$ cat src/rtl/mem_arbiter.sv
// Shares one SRAM-like bus between the MIPS fetch and data ports: one outstanding
// transaction at a time, data before fetch, results held across pipeline freezes.
module mem_arbiter #(
  parameter int ADDR_W = 32,
  parameter int DATA_W = 32
) (
  input  logic              clk,
  input  logic              rst,
  input  logic              inst_req,
  input  logic [ADDR_W-1:0] inst_addr,
  output logic [DATA_W-1:0] inst_rdata,
  output logic              i_stall,
  input  logic              data_req,
  input  logic              data_wr,
  input  logic [3:0]        data_wstrb,
  input  logic [ADDR_W-1:0] data_addr,
  input  logic [DATA_W-1:0] data_wdata,
  output logic [DATA_W-1:0] data_rdata,
  output logic              d_stall,
  input  logic              longest_stall,
  output logic              bus_req,
  output logic              bus_wr,
  output logic [3:0]        bus_wstrb,
  output logic [ADDR_W-1:0] bus_addr,
  output logic [DATA_W-1:0] bus_wdata,
  input  logic              bus_addr_ok,
  input  logic [DATA_W-1:0] bus_rdata,
  input  logic              bus_data_ok
);
  typedef enum logic [2:0] {IDLE, D_ADDR, D_DATA, I_ADDR, I_DATA} arbState;

  arbState           state, stateNext;
  logic              iDone, dDone;
  logic              pendI, pendD;
  logic              iComplete, dComplete;
  logic              latchInst, latchData;
  logic [DATA_W-1:0] instRdataQ, dataRdataQ;
  logic [ADDR_W-1:0] busAddrQ;
  logic [DATA_W-1:0] busWdataQ;
  logic              busWrQ;
  logic [3:0]        busWstrbQ;

  assign pendD     = data_req & ~dDone;
  assign pendI     = inst_req & ~iDone;
  assign iComplete = (state == I_DATA) & bus_data_ok;
  assign dComplete = (state == D_DATA) & bus_data_ok;

  always_comb begin
    stateNext = state;
    latchInst = 1'b0;
    latchData = 1'b0;
    case (state)
      IDLE: begin
        if (pendD) begin
          stateNext = D_ADDR;
          latchData = 1'b1;
        end else if (pendI) begin
          stateNext = I_ADDR;
          latchInst = 1'b1;
        end
      end
      D_ADDR: if (bus_addr_ok) stateNext = D_DATA;
      I_ADDR: if (bus_addr_ok) stateNext = I_DATA;
      D_DATA: begin
        // A waiting fetch follows the data access directly, without an IDLE bubble.
        if (bus_data_ok) begin
          if (pendI) begin
            stateNext = I_ADDR;
            latchInst = 1'b1;
          end else begin
            stateNext = IDLE;
          end
        end
      end
      I_DATA: if (bus_data_ok) stateNext = IDLE;
      default: stateNext = IDLE;
    endcase
  end

  always_ff @(posedge clk) begin
    if (rst) begin
      state      <= IDLE;
      iDone      <= 1'b0;
      dDone      <= 1'b0;
      instRdataQ <= '0;
      dataRdataQ <= '0;
      busAddrQ   <= '0;
      busWdataQ  <= '0;
      busWrQ     <= 1'b0;
      busWstrbQ  <= 4'b0;
    end else begin
      state <= stateNext;
      // Done flags survive only while the pipeline is frozen, so a finished
      // request is not reissued until the pipeline moves on.
      iDone <= (iDone | iComplete) & longest_stall;
      dDone <= (dDone | dComplete) & longest_stall;
      if (iComplete) instRdataQ <= bus_rdata;
      if (dComplete && !busWrQ) dataRdataQ <= bus_rdata;
      if (latchData) begin
        busAddrQ  <= data_addr;
        busWrQ    <= data_wr;
        busWstrbQ <= data_wr ? data_wstrb : 4'b0;
        busWdataQ <= data_wdata;
      end else if (latchInst) begin
        busAddrQ  <= inst_addr;
        busWrQ    <= 1'b0;
        busWstrbQ <= 4'b0;
        busWdataQ <= '0;
      end
    end
  end

  assign bus_req    = (state == D_ADDR) | (state == I_ADDR);
  assign bus_addr   = busAddrQ;
  assign bus_wdata  = busWdataQ;
  assign bus_wr     = busWrQ;
  assign bus_wstrb  = busWstrbQ;
  assign inst_rdata = iComplete ? bus_rdata : instRdataQ;
  assign data_rdata = dComplete ? bus_rdata : dataRdataQ;
  assign i_stall    = inst_req & ~iDone & ~iComplete;
  assign d_stall    = data_req & ~dDone & ~dComplete;
endmodule

$ cat config.mk
export PLATFORM = sky130hd
export DESIGN_NAME = mem_arbiter
export DESIGN_NICKNAME = d
export VERILOG_FILES = /design/src/rtl/mem_arbiter.sv
export SDC_FILE = /design/constraint.sdc
export NUM_CORES = 1
export LEC_CHECK = 0
export BUFFER_PORTS_ARGS = -buffer_cell sky130_fd_sc_hd__buf_2
export CAP_MARGIN = 10
export CELL_PAD_IN_SITES_DETAIL_PLACEMENT = 2
export CELL_PAD_IN_SITES_GLOBAL_PLACEMENT = 2
export CORE_MARGIN = 2
export CORE_UTILIZATION = 27
export DETAILED_ROUTE_END_ITERATION = 10
export PLACE_DENSITY = 0.85
export SYNTH_ARGS = -nofsm -noshare
export SYNTH_HDL_FRONTEND = slang
export SYNTH_SLANG_ARGS = --single-unit
export TNS_END_PERCENT = 1
$ cat constraint.sdc
create_clock -name clk -period 2.1 [get_ports clk]
set_input_delay 0.105 -clock clk [delete_from_list [all_inputs] [get_ports clk]]
set_output_delay 0.105 -clock clk [all_outputs]
set_load 0.05 [all_outputs]
==> results.ini <==
[power_and_ir_drop]
power_mw=8.17
vdd_ir_max_uv=490
power_leakage_nw=4.17
pwr_density_cell_nw_per_um2=867

[placement]
numPlacedInstances=1098
finalWeightedCongestion=0.728
port_buffers=275
hpwl_um=14900

[setup_path]
cp_slowest_cell=sky130_fd_sc_hd__dfxtp_4
worst-endpoint-required_ns=2.00
crit_buf_inv=3
timing.critical_path.slowest_cell_delay_ns=0.38
crit_top_cell=sky130_fd_sc_hd__buf_6
endpoint_kind=output port
crit_path_max_fanout=11
critical_path.top_delay_family=buffers and inverters
worstPathCellList=nor4bb_4, buf_6, buf_12, mux2_2, buf_6
timing.critical_path.arrival_ns=1.98
path_class=flop to output port
start_kind=flop

[sta]
final.period_utilization=0.994
clock-skew-final_ns=0.0131
drv_slew=0
report.final.hold_viol_count=0
timing.max_slew.rel_slack=0.660
worstMarginPinSlew_ns=0.509
post-route-min-period_ns=2.09
final-setup-viol-count=0
max_clock_freq_mhz=479
grt_setup_unrepaired=yes

[global_routing]
grt_first_pass_wirelength_um=36400
gr-usage-all-layers=0.210
maximum_number_of_pins_on_one_net_before_global_route_repair=53
antenna_found_initial=0
globalRouteMet3Util=0.0578
grt_pass1_vias=6572
grt.busiest_layer=met2
global_route.usage.met2=0.400
grt.overflow.total=0
grt.met1_usage=0.216

[floorplanning]
io_pins=276
initial_core_util=0.276
core_area_um2=21100
fp.dieW_um=151
die_y_um=151
fp.dieArea_um2=22800
row_count=53

[finish]
layout.cells.non_filler=1205
final_layout_size_suffix_gt1_frac=0.461
area_delta_synth_final_pct=61.6
finalNetCount=1056

[clocking]
cts_inserted_buffers=17
clock_path_buffers=2
clock_sinks=138
clk-insertion-delay-late_ns=0.42
clk_pin_slew_worst_paths_ns=0.06
ctsRootBufferMaster=sky130_fd_sc_hd__clkbuf_16
tritoncts=done
cts_max_level=4

[synth]
yosysSeqAreaShare=0.474
synthMostInstantiatedCell=sky130_fd_sc_hd__dfxtp_1
synth_edf_count=0
netlist-cell-type-count=26
synth_commonest_cells=sky130_fd_sc_hd__dfxtp_1 (138), sky130_fd_sc_hd__nor2_1 (77), sky130_fd_sc_hd__nand2_1 (65), sky130_fd_sc_hd__mux2_2 (64)
yosys_register_bits=138
synth_top_cells_by_area=sky130_fd_sc_hd__dfxtp_1 (47%), sky130_fd_sc_hd__mux2_2 (12%), sky130_fd_sc_hd__a211oi_2 (6.0%)
synth.yosys.warnings=0
syn_area_um2=5830
syn-mean-instance-area_um2=10.1
synthArstFlopShare=0
yosys.area.top_type_share=0.474
synth_area_leader_cell=sky130_fd_sc_hd__dfxtp_1
synthFlopType=sky130_fd_sc_hd__dfxtp_1
net_count_synth=719
syn-instance-count=579

[route]
vias_per_cell=4.80
drt.antenna.violating_nets=0
detail_route.drc_violations=0
dr_total_vias=5783
first_pass_iters=4
detailed_router_s_first_iteration_violation_count=131
wl_um=25300
detail_route.wl_per_cell_um=21.0

[status]
outcome=finished clean

[min_path]
worstHoldPathType=input pin to flop

[job]
max-cap-violations=0

==> sequential cells by signal (all words and copies together) (netlist names) <==
name and count:
state 3, dDone 1, instRdataQ 32, bus_wstrb 4, bus_wr 1, bus_wdata 32, iDone 1, bus_addr 32
dataRdataQ 32
==> layout make-up <==
class                           count  area [µm²]
Antenna cell                        1        2.50
Clock inverter                     10         140
Timing Repair Buffer              366        2810
Fill cell                        2246       11700
Tap cell                          275         344
Clock buffer                       22         464
Multi-Input combinational cell    393        2890
Sequential cell                   138        2770
==> kinds of logic after synthesis <==
| kind of cell | Yosys count | share of synthesized area |
|---|---|---|
| AOI/OAI and AO/OA | 107 | 0.152 |
| DFF | 138 | 0.474 |
| and+or+nand+nor | 189 | 0.146 |
| muxes | 97 | 0.180 |
| buffers and inverters | 48 | 0.0481 |
==> power by group <==
part	switching, mW	internal [mW]
combinational	1.40	0.721
clock	1.22	1.94
sequential	0.103	2.79
==> through the flow <==
stage	instance area, µm²	util	TNS (ns)	setup slack, ns	hold slack, ns
finish	9420	0.447	0	0.0122	0.0171
floorplan	5830	-	0	0.291	0.241
detailed placement	7540	0.357	0	0.254	0.352
global route	9410	0.446	-1.81	-0.0672	0.0239
global placement	7540	0.357	0	0.309	0.337
CTS	9100	0.431	-1.49	-0.0969	0.000303
==> per-layer routing <==
layer  part of all wire  wire [µm]
met1               0.37       9410
met2               0.54      13700
met3              0.053       1340
met4              0.032        807
met5                  0          0
==> cell usage in the layout, fill, tap and decap left out, drive strengths merged, types with 33 or more instances in the layout <==
master / count
mux2: 64
nor2: 78
nand2: 65
dlygate4sd3: 69
buf: 296
a211oi: 33
nor2b: 34
a22oi: 33
mux2i: 33
a21oi: 34
dfxtp: 138
==> timing repair <==
action                                  CTS  global route
gates resized for setup                  83            83
hold endpoints to repair                 70             0
hold buffers                             69             0
endpoints found under the setup margin   64            64
cloned                                    1             2
buffers inserted                          1             1
pin swaps                                 1             0
==> tightest hold or removal path: cells and delay by family <==
family,cells,cell delay [ns]
AOI/OAI and AO/OA,1,0.06
buffers and inverters,1,0.12
and+or+nand+nor,1,0.11
==> path summary, 6_finish.rpt <==
path | cells past startpoint | to | slack (ns) | from
setup / recovery | 5 | inst_rdata[2] | 0.01 | state[0]$_SDFFE_PP0P_
hold / removal | 3 | state[0]$_SDFFE_PP0P_ | 0.02 | bus_addr_ok
setup reg to reg | 7 | dataRdataQ[14]$_SDFFE_PP0P_ | 0.22 | state[0]$_SDFFE_PP0P_
hold reg to reg | 2 | dataRdataQ[1]$_SDFFE_PP0P_ | 0.46 | dataRdataQ[1]$_SDFFE_PP0P_
Note: power is estimated with default switching activity, not from simulation.
